===== config.mk =====
export PLATFORM = sky130hd
export DESIGN_NAME = interval_timer_ctrl
export DESIGN_NICKNAME = d
export VERILOG_FILES = /design/src/rtl/interval_timer_ctrl.sv
export SDC_FILE = /design/constraint.sdc
export NUM_CORES = 1
export LEC_CHECK = 0
export ABC_CLOCK_PERIOD_IN_PS = 2300
export CAP_MARGIN = 20
export CORE_MARGIN = 2
export CORE_UTILIZATION = 35
export CTS_CLUSTER_SIZE = 8
export DETAILED_ROUTE_END_ITERATION = 16
export HOLD_SLACK_MARGIN = 0.03
export PLACE_DENSITY = 0.69
export SLEW_MARGIN = 15
export SYNTH_ARGS = -nofsm -noshare
export SYNTH_HDL_FRONTEND = slang
export SYNTH_SLANG_ARGS = --single-unit

===== constraint.sdc =====
create_clock -name i_clk -period 2.3 [get_ports i_clk]
set_input_delay 0.345 -clock i_clk [delete_from_list [all_inputs] [get_ports i_clk]]
set_output_delay 0.345 -clock i_clk [all_outputs]
set_load 0.05 [all_outputs]

===== src/rtl/interval_timer_ctrl.sv =====
// Programmable interval timer: prescaled down-counter with one-shot or periodic
// expiry, plus start/stop/pause sequencing.
module interval_timer_ctrl #(
    parameter int unsigned CNT_WIDTH    = 16,
    parameter int unsigned PRESCALE_MAX = 0,
    parameter int unsigned PRE_WIDTH    = (PRESCALE_MAX > 0) ? $clog2(PRESCALE_MAX + 1) : 1
) (
    input  logic                 i_clk,
    input  logic                 i_rst,
    input  logic                 i_start,
    input  logic                 i_stop,
    input  logic                 i_pause,
    input  logic                 i_mode,
    input  logic [CNT_WIDTH-1:0] i_period,
    output logic                 o_expire,
    output logic                 o_busy,
    output logic [CNT_WIDTH-1:0] o_count,
    output logic [1:0]           o_state
);

    typedef enum logic [1:0] {
        StIdle  = 2'd0,
        StRun   = 2'd1,
        StPause = 2'd2,
        StDone  = 2'd3
    } state_e;

    localparam logic [PRE_WIDTH-1:0] PreMax = PRE_WIDTH'(PRESCALE_MAX);

    state_e               state_q, state_d;
    logic [CNT_WIDTH-1:0] count_q, count_d;
    logic [CNT_WIDTH-1:0] period_q, period_d;
    logic [PRE_WIDTH-1:0] pre_q, pre_d;
    logic                 mode_q, mode_d;
    logic                 expire_q, expire_d;

    always_ff @(posedge i_clk or posedge i_rst) begin
        if (i_rst) begin
            state_q  <= StIdle;
            count_q  <= '0;
            period_q <= '0;
            pre_q    <= '0;
            mode_q   <= 1'b0;
            expire_q <= 1'b0;
        end else begin
            state_q  <= state_d;
            count_q  <= count_d;
            period_q <= period_d;
            pre_q    <= pre_d;
            mode_q   <= mode_d;
            expire_q <= expire_d;
        end
    end

    // Command priority: stop, then start, then pause, then normal counting.
    always_comb begin
        state_d  = state_q;
        count_d  = count_q;
        period_d = period_q;
        pre_d    = pre_q;
        mode_d   = mode_q;
        expire_d = 1'b0;
        if (i_stop) begin
            state_d = StIdle;
            count_d = '0;
            pre_d   = '0;
        end else if (i_start) begin
            period_d = i_period;
            mode_d   = i_mode;
            count_d  = i_period;
            pre_d    = '0;
            state_d  = StRun;
        end else begin
            case (state_q)
                StRun: begin
                    if (i_pause) begin
                        state_d = StPause;
                    end else if (pre_q != PreMax) begin
                        pre_d = pre_q + 1'b1;
                    end else begin
                        pre_d = '0;
                        if (count_q != '0) begin
                            count_d = count_q - 1'b1;
                        end else begin
                            // Zero always reloads or finishes, so the counter never wraps.
                            expire_d = 1'b1;
                            if (mode_q) begin
                                count_d = period_q;
                            end else begin
                                state_d = StDone;
                            end
                        end
                    end
                end
                StPause: begin
                    if (!i_pause) state_d = StRun;
                end
                default: ;
            endcase
        end
    end

    assign o_expire = expire_q;
    assign o_busy   = (state_q == StRun) || (state_q == StPause);
    assign o_count  = count_q;
    assign o_state  = state_q;

endmodule

==> flow_metrics.tcl, run 1 <==
set metrics [dict create \
    status "finished clean" \
    ioPinCount 42 \
    antenna_found_initial 0 \
    synth_ff_type "dfrtp_1" \
    peakVddDrop_mv 0.268 \
    cp-end-kind "flop" \
    cp-start-kind "flop" \
    power_switching_share 0.375 \
    final_antenna_net_count 0 \
    grt_first_pass_wirelength_um 9930 \
    wl_met2_um 2750 \
    seq_power_share 0.400 \
    r2r_cells 7 \
    slowest_stage "dfrtp_2" \
    path_cells "inv_1 -> ha_1 -> nor4b_4 -> and4_1 -> o21a_1 -> nor2_1 -> a32o_1" \
    yosysWarnings 0 \
    tns_ns 0 \
    grt_pass1_vias 1966 \
    timing.final.ws_setup_ns 0.133 \
    fp.dieH_um 82.9 \
    fmax_mhz 461 \
    cpPeakStageDelay_ns 0.46 \
    io_buffer_count 41 \
    synth_top_area_share 0.414 \
    r2r_setup_slack_ns 0.13 \
    maxCapViolCount 0 \
    yosysSeqAreaShare 0.414 \
    slew_violations 0 \
    overflow 0 \
    vias_per_cell 5.45 \
    core_area_mm2 0.00596 \
    globalplace.congestion 0.890 \
    final_cells 377 \
    drt_first_pass_iters 4 \
    synth_edf_count 0 \
    pwr-share-clk 0.239 \
    cts_tree "built" \
    drc 0 \
    powerDensity_mw_per_mm2 701 \
    dp_hpwl_um 4290 \
    clockBufferDepth 2 \
    syn_nets 278 \
    vias 2054 \
    place_inst 369 \
    die_x_um 82.9 \
    initial_utilization 0.366 \
    wl_met3_um 417 \
    power.leakage_nw 1.25 \
    hp-class "in2async" \
    yosysTopAreaCell "dfrtp_1" \
    grt_max_degree 37 \
    diodes 0 \
    synth_area_leaders "dfrtp_1 41%, nand2_1 9.6%, a31oi_1 3.2%" \
    clk_latency_ns 0.30 \
    htreeDepth 2 \
    drtIter0Drc 171 \
    wl_met1_um 2620 \
    fin_area_mm2 0.00284 \
    synth-seq-cells 36 \
    power_mw 1.99 \
    fin_crit_ns 2.17 \
    rsz0062_at_grt "no" \
    p_int_mw 1.25 \
    clk_pin_slew_ns 0.07 \
    worst_slew_pin_slew_ns 0.524 \
    nets 327 \
    placed_area_mm2 0.00275 \
    worstReg2RegEnd "o_count[2]$_DFFE_PP0P_" \
    routed_wirelength_um 5870 \
    finClkSkew_ns 0.00639 \
    r2r-start "o_count[0]$_DFFE_PP0P_" \
    grt_use_total 0.179 \
    ys_async_sr_fraction 1.00 \
    topRoutingLayerUsed "met4" \
    critPathArrivalTime_ns 2.35 \
    synthTopCellsByCount "56 x nand2_1, 36 x dfrtp_1, 15 x nor2_1" \
    critical_path_class "reg2reg" \
    yosys.cell_count.top_type "nand2_1" \
    root_buffer "clkbuf_8" \
    area_delta_synth_final_pct 30.5 \
    combPwrFrac 0.361 \
    cts_num_sinks 36 \
    path_max_fanout 7 \
    hold_viol 0 \
    power_switching_mw 0.746 \
    row_count 28 \
    synth.avg_cell_area_um2 8.64 \
    netlist_instances 252 \
    die_area_mm2 0.00687 \
    synth_cell_types 56 \
    cts-buffers-inserted 5 \
    post-cts-setup-buffers 0 \
    max-slew-margin-rel 0.648 \
    drive_gt1_frac 0.126 \
    setup_viol 0 \
    synthesis.area_mm2 0.00218 \
    period_share 0.942 \
    placement.setup.worst_slack_ns 0.155 \
    avgRoutedWirePerCell_um 15.6 \
    cp.required_ns 2.49 \
]
==> through the flow <==
stage	util	hold slack, ns
after global placement	0.462	0.452
after CTS	0.477	0.465
after global routing	0.477	0.494
final	0.477	0.447
after detailed placement	0.462	0.456
after floorplan	-	0.438
==> power by group through the flow <==
stage	sequential [mW]	clock, mW	combinational (mW)
2_1_floorplan	0.907	0	0.365
3_3_place_gp	0.808	0	0.707
3_5_place_dp	0.809	0	0.715
4_1_cts	0.798	0.479	0.718
5_1_grt	0.810	0.510	0.782
6_report	0.798	0.476	0.719
==> cell usage in the layout, fill, tap and decap left out, drive strengths merged, types with 2 or more instances in the layout <==
cell and instances:
a21oi 9, a221oi 4, a31oi 11, and4 2
buf 18, clkbuf 8, clkdlybuf4s50 40, dfrtp 36
ha 4, inv 12, nand2 56, nand2b 3
nand3 8, nand3b 4, nand4 5, nor2 15
nor3 11, nor3b 2, nor4 5, nor4b 2
o211ai 3, o21ai 10, o221ai 2, o311ai 2
o31ai 3, or2 4, or4 2, xor2 2
==> worst max path at each step <==
| stage | startpoint | to | slack (ns) | cells after the start |
|---|---|---|---|---|
| 2_1_floorplan | o_count[0]$_DFFE_PP0P_ | o_count[14]$_DFFE_PP0P_ | 0.04 | 8 |
| 3_5_place_dp | o_count[0]$_DFFE_PP0P_ | o_count[14]$_DFFE_PP0P_ | 0.16 | 7 |
| 3_3_place_gp | o_count[0]$_DFFE_PP0P_ | o_count[14]$_DFFE_PP0P_ | 0.21 | 7 |
| 6_report | o_count[0]$_DFFE_PP0P_ | o_count[2]$_DFFE_PP0P_ | 0.13 | 7 |
| 4_1_cts | o_count[0]$_DFFE_PP0P_ | o_count[14]$_DFFE_PP0P_ | 0.13 | 7 |
| 5_1_grt | o_count[0]$_DFFE_PP0P_ | o_count[2]$_DFFE_PP0P_ | 0.02 | 7 |
==> sequential cells by signal, indices dropped and copies added (netlist names) <==
| name | cells |
|---|---|
| o_count | 16 |
| period_q | 16 |
| o_state | 2 |
| mode_q | 1 |
| o_expire | 1 |
==> worst max-delay path: cells and delay by family, from the launching register on <==
kind / cells / cell delay, ns
flip-flops: 1 / 0.46
buffers and inverters: 1 / 0.12
adder cells (fa/ha/maj): 1 / 0.20
AO/OA/AOI/OAI: 2 / 0.57
AND/OR/NAND/NOR: 3 / 0.70
==> cells by family after synthesis <==
logic type | count (synthesis) | synth area share
AOI/OAI and AO/OA | 57 | 0.181
xor gates and xnor gates | 3 | 0.0121
adders and majority gates | 4 | 0.0230
buffers and inverters | 28 | 0.0540
DFF | 36 | 0.414
muxes | 1 | 0.00460
and+or+nand+nor | 123 | 0.312
==> cell type report <==
type	instances	area, um^2
Clock buffer	8	90.1
Multi-Input combinational cell	188	1160
Fill cell	609	3110
Sequential cell	36	903
Timing Repair Buffer	58	548
Tap cell	75	93.8
Inverter	12	45.0
==> metal layers <==
layer,track usage,vias to the layer above
li1,-,1001
met1,0.249,974
met2,0.278,71
met3,0.0417,8
met4,0.0566,0
met5,0,-
==> what timing repair did <==
item	CTS	global route
endpoints found under the hold margin	0	0
resized for setup	0	1
hold buffers	0	0
endpoints found under the setup margin	0	2
Note: power is estimated with default switching activity, not from simulation.
==> run 2: changes to the inputs <==
--- a/config.mk
+++ b/config.mk
@@ -5,7 +5,7 @@
 export SDC_FILE = /design/constraint.sdc
 export NUM_CORES = 1
 export LEC_CHECK = 0
-export ABC_CLOCK_PERIOD_IN_PS = 2300
+export ABC_CLOCK_PERIOD_IN_PS = 2250
 export CAP_MARGIN = 20
 export CORE_MARGIN = 2
 export CORE_UTILIZATION = 35
@@ -17,3 +17,4 @@
 export SYNTH_ARGS = -nofsm -noshare
 export SYNTH_HDL_FRONTEND = slang
 export SYNTH_SLANG_ARGS = --single-unit
+export TNS_END_PERCENT = 100
==> constraint.sdc (replaced) <==
create_clock -name i_clk -period 2.25 [get_ports i_clk]
set_input_delay 0.3375 -clock i_clk [delete_from_list [all_inputs] [get_ports i_clk]]
set_output_delay 0.3375 -clock i_clk [all_outputs]
set_load 0.05 [all_outputs]
==> run 2 against run 1 <==
- sequential power increased by 2%
- critical path depth down 5
- design area grew 0.57%
- non-clock buffer count increased by 3
- clock skew fell by 0.0028 ns
- total power up 2.7%
- clock power up 3%
- die area is the same
- register-to-register slack about the same
- sequential share of layout area fell by 0.18 points
- routed wire length up 4.8%
- core utilization grew 0.27 points
- critical endpoint is now o_count[2]
- largest cell class unchanged
==> flow_metrics.tcl, run 2 (same netlist as run 1, synthesis figures left out) <==
set metrics [dict create \
    fin_crit_ns 2.15 \
    drc 0 \
    placed_area_mm2 0.00276 \
    path_max_fanout 7 \
    crit_buf_inv 2 \
    vias_per_cell 5.49 \
    hold_viol 0 \
    routed_wirelength_um 6150 \
    drtIter0Drc 211 \
    core_area_mm2 0.00596 \
    globalplace.congestion 0.902 \
    cts_tree "built" \
    row_count 28 \
    final_cells 380 \
    final_antenna_net_count 0 \
    fin_area_mm2 0.00286 \
    tns_ns 0 \
    ioPinCount 42 \
    avgRoutedWirePerCell_um 16.2 \
    place_inst 372 \
    overflow 0 \
    critPathArrivalTime_ns 1.82 \
    cp.required_ns 1.91 \
    timing.final.ws_setup_ns 0.0966 \
    path_cells "buf_4 -> clkdlybuf4s50_1" \
    rsz0062_at_grt "yes" \
    cts_num_sinks 36 \
    io_buffer_count 41 \
    area_delta_synth_final_pct 31.2 \
    slew_violations 0 \
    antenna_found_initial 0 \
    drt_first_pass_iters 4 \
    layout_commonest_cell "nand2_1" \
    diodes 0 \
    post-cts-setup-buffers 0 \
    clockBufferDepth 2 \
    grt_pass1_vias 2144 \
    worst_slew_pin_slew_ns 0.532 \
    die_area_mm2 0.00687 \
    max-slew-margin-rel 0.643 \
    drive_gt1_frac 0.144 \
    status "finished clean" \
    cpPeakStageDelay_ns 0.80 \
    critical_path_class "reg2out" \
    vias 2088 \
    setup_viol 0 \
    grt_use_total 0.185 \
    fmax_mhz 464 \
    finClkSkew_ns 0.00360 \
    clk_pin_slew_ns 0.07 \
    die_x_um 82.9 \
    power.leakage_nw 1.26 \
    initial_utilization 0.366 \
    fp.dieH_um 82.9 \
    dp_hpwl_um 4550 \
    powerDensity_mw_per_mm2 716 \
    cp_top_family "buffers and inverters" \
    nets 330 \
    placement.setup.worst_slack_ns 0.136 \
    cts-buffers-inserted 5 \
    root_buffer "clkbuf_8" \
    period_share 0.957 \
    slowest_stage "clkdlybuf4s50_1" \
    mostFrequentLayoutCells "56 x nand2_1, 40 x clkdlybuf4s50_1, 34 x dfrtp_1" \
    htreeDepth 2 \
    grt_max_degree 37 \
    grt_first_pass_wirelength_um 10500 \
    hp-class "in2async" \
    maxCapViolCount 0 \
    peakVddDrop_mv 0.313 \
    clk_latency_ns 0.29 \
    cp-start-kind "flop" \
    cp-end-kind "output port" \
]
## run 2: cell count changes in the layout (fill, tap and decap cells not counted)
cell,delta
and4_1,-1
and4_2,+1
buf_12,-1
buf_4,+3
buf_6,+1
inv_1,-1
inv_2,+1
o21a_1,-1
o21a_2,+1
or2_0,-1
or2_1,+1
## run 2: repair_timing
item	4_1_cts	5_1_grt
hold buffers	0	0
resized for setup	0	5
endpoints found under the hold margin	0	0
setup endpoints to repair	0	8
## run 2: final cells by class
| type | instances | area, um^2 |
|---|---|---|
| clock buffer | 8 | 90.1 |
| fill | 586 | 3100 |
| inverter | 12 | 45.0 |
| multi-input combinational | 188 | 1160 |
| sequential | 36 | 903 |
| tap | 75 | 93.8 |
| timing repair buffer | 61 | 562 |
## run 2: through the flow
step / total power, mW / hold WS [ns] / utilization
6_report: 2.05 / 0.450 / 0.480
5_1_grt: 2.15 / 0.515 / 0.480
4_1_cts: 2.05 / 0.467 / 0.479
3_5_place_dp: 1.56 / 0.467 / 0.463
3_3_place_gp: 1.55 / 0.454 / 0.463
2_1_floorplan: 1.30 / 0.438 / -
## run 2: tightest hold or removal path, cell delays in order
cell             delay, ns
clkdlybuf4s50_1       0.39
inv_1                 0.05
buf_4                 0.40
## run 2: final timing paths
check / slack [ns] / startpoint / cells after the start / end
worst min register to register: 0.48 / period_q[7]$_DFFE_PP0P_ / 2 / period_q[7]$_DFFE_PP0P_
worst max register to register: 0.13 / o_count[0]$_DFFE_PP0P_ / 8 / o_count[1]$_DFFE_PP0P_
min in group i_clk: 0.48 / period_q[7]$_DFFE_PP0P_ / 2 / period_q[7]$_DFFE_PP0P_
worst max-delay path: 0.1 / o_count[2]$_DFFE_PP0P_ / 2 / o_count[2]
max in group asynchronous: 1.44 / i_rst / 3 / o_count[1]$_DFFE_PP0P_
worst min-delay path: 0.45 / i_rst / 3 / o_count[4]$_DFFE_PP0P_
## run 2: power breakdown
group          leakage (nW)  internal, mW  switching, mW
combinational         0.762         0.304          0.436
clock                0.0455         0.250          0.239
sequential            0.457         0.722         0.0951
total                  1.26          1.28          0.770
## run 2: per-layer routing
metal	up-vias	global-route usage	share of wire
met5	-	0	0
met4	0	0.0551	0.019
met3	14	0.0328	0.052
met2	64	0.301	0.47
met1	996	0.251	0.46
li1	1014	-	-
==> variant 1: new RTL, settings of run 2 <==
`CNT_WIDTH`: 16 -> 32.
--- a/src/rtl/interval_timer_ctrl.sv
+++ b/src/rtl/interval_timer_ctrl.sv
@@ -1,7 +1,7 @@
 // Programmable interval timer: prescaled down-counter with one-shot or periodic
 // expiry, plus start/stop/pause sequencing.
 module interval_timer_ctrl #(
-    parameter int unsigned CNT_WIDTH    = 16,
+    parameter int unsigned CNT_WIDTH    = 32,
     parameter int unsigned PRESCALE_MAX = 0,
     parameter int unsigned PRE_WIDTH    = (PRESCALE_MAX > 0) ? $clog2(PRESCALE_MAX + 1) : 1
 ) (
Interface: changed (resized i_period and o_count); port bits go from 42 to 74. The function was not compared with the original's and may differ.
==> variant 1 against run 2 <==
The run now ends with setup timing left; critical path depth rose by 5; clock power is 110% higher; synthesized area grew 78%; sequential power is 77% higher; die area increased by 74%; hold slack got worse by 0.079 ns; wire length grew 100%; global-route usage is 3.5 points higher; setup slack worse by 0.53 ns; register-to-register slack got worse by 0.56 ns; cell area increased by 98%; sequential cell count increased by 32; power up 81%; non-clock buffer count rose by 96; critical path type is now reg -> reg; critical endpoint is now o_count[23]; largest power group unchanged.
==> variant 1: results (changes against run 2) <==
Starting DRT DRC Count 277 (+31%); via count 4121 (+97%); met1 track demand over resource 29.69% (+4.6 points); Cells after Synth 462 (+83%); clk_skew 0.01066 ns (+0.007063 ns); placed cell count 723 (+94%); drt pass-1 iters 5 (+1); XOR/XNOR share of the synthesized area 4.285% (+3.1 points); Global Route met3 Usage 3.320% (+0.039 points); Worst path max stage delay 0.55 ns (-0.25 ns); Compound-Gate Fraction of Synth Area 20.75% (+2.7 points); fin worst setup slack -0.4337 ns (-0.5303 ns); Worst Setup End Kind flip-flop; RePlAce Congestion 0.8710 (-3.4%); register area share after synthesis 43.81% (+2.5 points); met1 wire length 5.528 mm (+97%); status finished, violations left; Placed Area 5316 µm² (+93%); reg2reg end o_count[23]; CP Max Fanout 6 (-1); Reg-to-Reg Start o_count[22]; setup TNS -11.93 ns (-11.93 ns); global-route wire length before repair 20.29 mm (+93%); global-route usage over all layers 21.98% (+3.5 points); metal3 WL 820 µm (+160%); CTS Buf Count 9 (+4); family with the most delay on the worst path simple AND/OR/NAND/NOR gates; unique cell type count in the Yosys netlist 48 (-14%); Area contributors post-synth dfrtp_1, nand2_1, a21oi_1; failing checks setup timing; DR WL/cell 16.74 µm (+3.4%); Post-CTS Resized 17 (+17); Filler cells 1026 (+75%); pre-CTS setup slack -0.5226 ns (-0.6581 ns); DP Wirelength 8.912 mm (+96%); final setup violation count 33 (+33); I/O Buffers 73 (+78%); mux cell area share after synthesis 0% (-0.46 points); Leakage 2.534 nW (+100%); crit path max-delay cell type or4_4; R2R depth 7 (-1); setup bufs post-CTS 2 (+2); Post-Synth Adder-Cell Area 1.289% (-1.0 points); crit path DAT 2.92 ns (+1.10 ns); Hold WS 0.3713 ns (-0.07866 ns)
-- variant 1: cell types whose count changed in the layout (fill, tap and decap cells not counted), sizes merged, moves of 6 or more --
cell           delta
nor2             +23
clkdlybuf4s50    +32
nand2            +60
xnor2            +11
a211o            +10
a21oi            +24
dfrtp            +32
a211oi           +15
o211ai            +8
a31oi             -8
nor3              +6
buf              +64
-- variant 1: report_power, final --
part	total (mW)	internal, mW	switching (mW)
Sequential	1.45	1.35	0.0956
Combinational	1.24	0.530	0.711
Clock	1.02	0.541	0.480
-- variant 1: area by class of cell --
type | instances | area [µm²] | area share, %
Multi-Input combinational cell | 355 | 2136 | 37.70
Sequential cell | 68 | 1710 | 30.19
Timing Repair Buffer | 157 | 1408 | 24.85
Tap cell | 140 | 175.2 | 3.092
Clock buffer | 12 | 145.1 | 2.562
Clock inverter | 4 | 50.05 | 0.8834
Inverter | 11 | 41.29 | 0.7288
==> variant 2: new RTL, settings of run 2 <==
Made on the original files. Put one more register stage on the output `o_count`, without a reset. The value now appears one clock later. The other outputs are not delayed to match.
--- a/src/rtl/interval_timer_ctrl.sv
+++ b/src/rtl/interval_timer_ctrl.sv
@@ -102,7 +102,9 @@
 
     assign o_expire = expire_q;
     assign o_busy   = (state_q == StRun) || (state_q == StPause);
-    assign o_count  = count_q;
+    always_ff @(posedge i_clk) begin
+        o_count <= count_q;
+    end
     assign o_state  = state_q;
 
 endmodule
Behaviour: not the same (a bounded check fails within 4 cycles, from zero or initial values and one cycle with i_rst high).
==> variant 2 against run 2 <==
Cell area rose by 17%; wire length rose by 9.1%; count of clock-buffer cells in the layout fell by 1; critical path depth rose by 5; synthesized area rose by 15%; sequential cell count rose by 16; setup slack improved by 0.024 ns; power rose by 28%; largest cell class is now flip-flops and latches.
==> variant 2: results (changes against run 2) <==
DP Wirelength 5.038 mm (+11%); Compound-Gate Fraction of Synth Area 20.66% (+2.6 points); deepest clock path buffer count 2 (unchanged); global-route usage over all layers 18.50% (+0.044 points); crit path DAT 2.33 ns (+0.51 ns); reg2reg end count_q[10]; unique cell type count in the Yosys netlist 56 (unchanged); met2 Use GR 27.95% (-2.1 points); CP Max Fanout 5 (-2); root buf cell clkbuf_8; layout cell share with drive strength beyond 1 21.04% (+6.6 points); Reg clk slew, reported paths 0.09 ns (+0.02 ns); clk_skew 0.008828 ns (+0.005232 ns); most frequent cells after synthesis dfrtp_1, dfxtp_1, mux2_2, nor2_1; Leakage 1.330 nW (+5.2%); global-route wire length before repair 11.12 mm (+5.5%); met1 track demand over resource 26.43% (+1.4 points); Starting DRT DRC Count 274 (+30%); Reg-to-Reg Start count_q[0]; Net Switching 854.8 µW (+11%); Syn Nets 270 (-2.9%); final layout net count 334 (+1.2%); Clk Latency, worst-skew pair 0.31 ns (+0.02 ns); H-Tree Depth 2 (unchanged); Filler cells 630 (+7.5%); Global Route met3 Usage 3.825% (+0.54 points); family with the most delay on the worst path simple AND/OR/NAND/NOR gates; largest net degree at the start of global routing 37 (unchanged); via count 2197 (+5.2%); Max rail drop VDD 336.0 µV (+7.2%); Top Registers count_q x16, o_count x16, period_q x16; initial antenna violation count 0 (unchanged); R2R depth 7 (-1); Synth Flop Type dfrtp_1; asr flop ratio synth 69.23% (-31 points); I/O Buffers 41 (unchanged); crit path max-delay cell type or3b_2; RePlAce Congestion 0.9439 (+4.7%); drt pass-1 iters 4 (unchanged); status finished clean; pre-CTS setup slack 0.1456 ns (+0.01003 ns); Area contributors post-synth dfrtp_1, dfxtp_1, mux2_2; mux cell area share after synthesis 6.272% (+5.8 points); Worst Setup End Kind flip-flop; Syn. warnings 0 (unchanged); Worst path max stage delay 0.52 ns (-0.28 ns); Post-Synth Adder-Cell Area 1.991% (-0.31 points); Worst-Margin Slew 0.5028 ns (-0.02879 ns); reg2reg setup slack 0.12 ns; Final period util 94.66% (-1.0 points); register area share after synthesis 48.58% (+7.2 points); DR WL/cell 16.57 µm (+2.4%); Ant. Diodes 0 (unchanged); XOR/XNOR share of the synthesized area 1.742% (+0.54 points); vias in the first global route 2166 (+1.0%); CTS Buf Count 5 (unchanged); startpoint class of the critical path flip-flop
-- variant 2: changes by cell type in the layout (fill, tap and decap cells not counted), sizes merged, moves of 6 or more --
cell	delta
nand2	-45
a31oi	-7
a22oi	+6
buf	+9
mux2	+14
o211ai	+6
dfxtp	+16
-- variant 2: power by group through the flow --
stage	Sequential, mW	Clock [mW]	Combinational [mW]
after global routing	1.15	0.738	0.847
after detailed placement	1.16	0	0.776
after floorplan	1.25	0	0.382
after CTS	1.14	0.705	0.778
after global placement	1.15	0	0.772
final	1.14	0.697	0.783
-- variant 2: tightest hold or removal path: stages --
cell and delay (ns):
clkdlybuf4s50_1 0.39, inv_1 0.05, buf_4 0.39
-- variant 2: metrics by stage --
step | std cells | hold WS, ns | instance area [µm²] | utilization (%)
after CTS | 405 | 0.4360 | 3328 | 48.45
after floorplan | 244 | 0.3422 | 2514 | -
after global placement | 397 | 0.4109 | 3202 | 46.61
after global routing | 405 | 0.4758 | 3337 | 48.58
final | 405 | 0.4102 | 3337 | 48.58
after detailed placement | 397 | 0.4395 | 3202 | 46.61
-- variant 2: timing repair --
item / 4_1_cts / 5_1_grt
endpoints found under the setup margin: 0 / 3
resized for setup: 0 / 2
buffers inserted: 0 / 0
-- variant 2: cell families (layout without fill, tap and decap cells) --
| logic type | after synthesis | in the layout |
|---|---|---|
| AO/OA/AOI/OAI | 74 | 74 |
| XOR/XNOR | 5 | 5 |
| adder cells (fa/ha/maj) | 4 | 4 |
| buffers and inverters | 25 | 90 |
| flip-flops | 52 | 52 |
| multiplexers | 14 | 14 |
| AND/OR/NAND/NOR | 70 | 70 |
-- variant 2: how the worst min path moves through the flow --
stage,start,slack (ns),endpoint
2_1_floorplan,count_q[2],0.34,o_count[2]
4_1_cts,i_rst,0.44,period_q[8]
3_3_place_gp,count_q[0],0.41,o_count[0]
5_1_grt,count_q[0],0.48,o_count[0]
3_5_place_dp,count_q[0],0.44,o_count[0]
6_report,i_rst,0.41,o_state[0]
-- variant 2: per-layer routing --
metal  vias to the layer above  routed length [µm]
met2                        88                3054
met3                        11                 481
li1                       1047                   -
met5                         -                   0
met1                      1051                3071
met4                         0                 106
-- variant 2: layout make-up --
class	instances	area, µm²	area share [%]
multi-input combinational	167	1199	35.92
clock inverter	1	30.03	0.8999
timing repair buffer	70	625.6	18.75
tap	96	120.1	3.600
clock buffer	7	96.34	2.887
inverter	12	45.04	1.350
sequential	52	1221	36.60
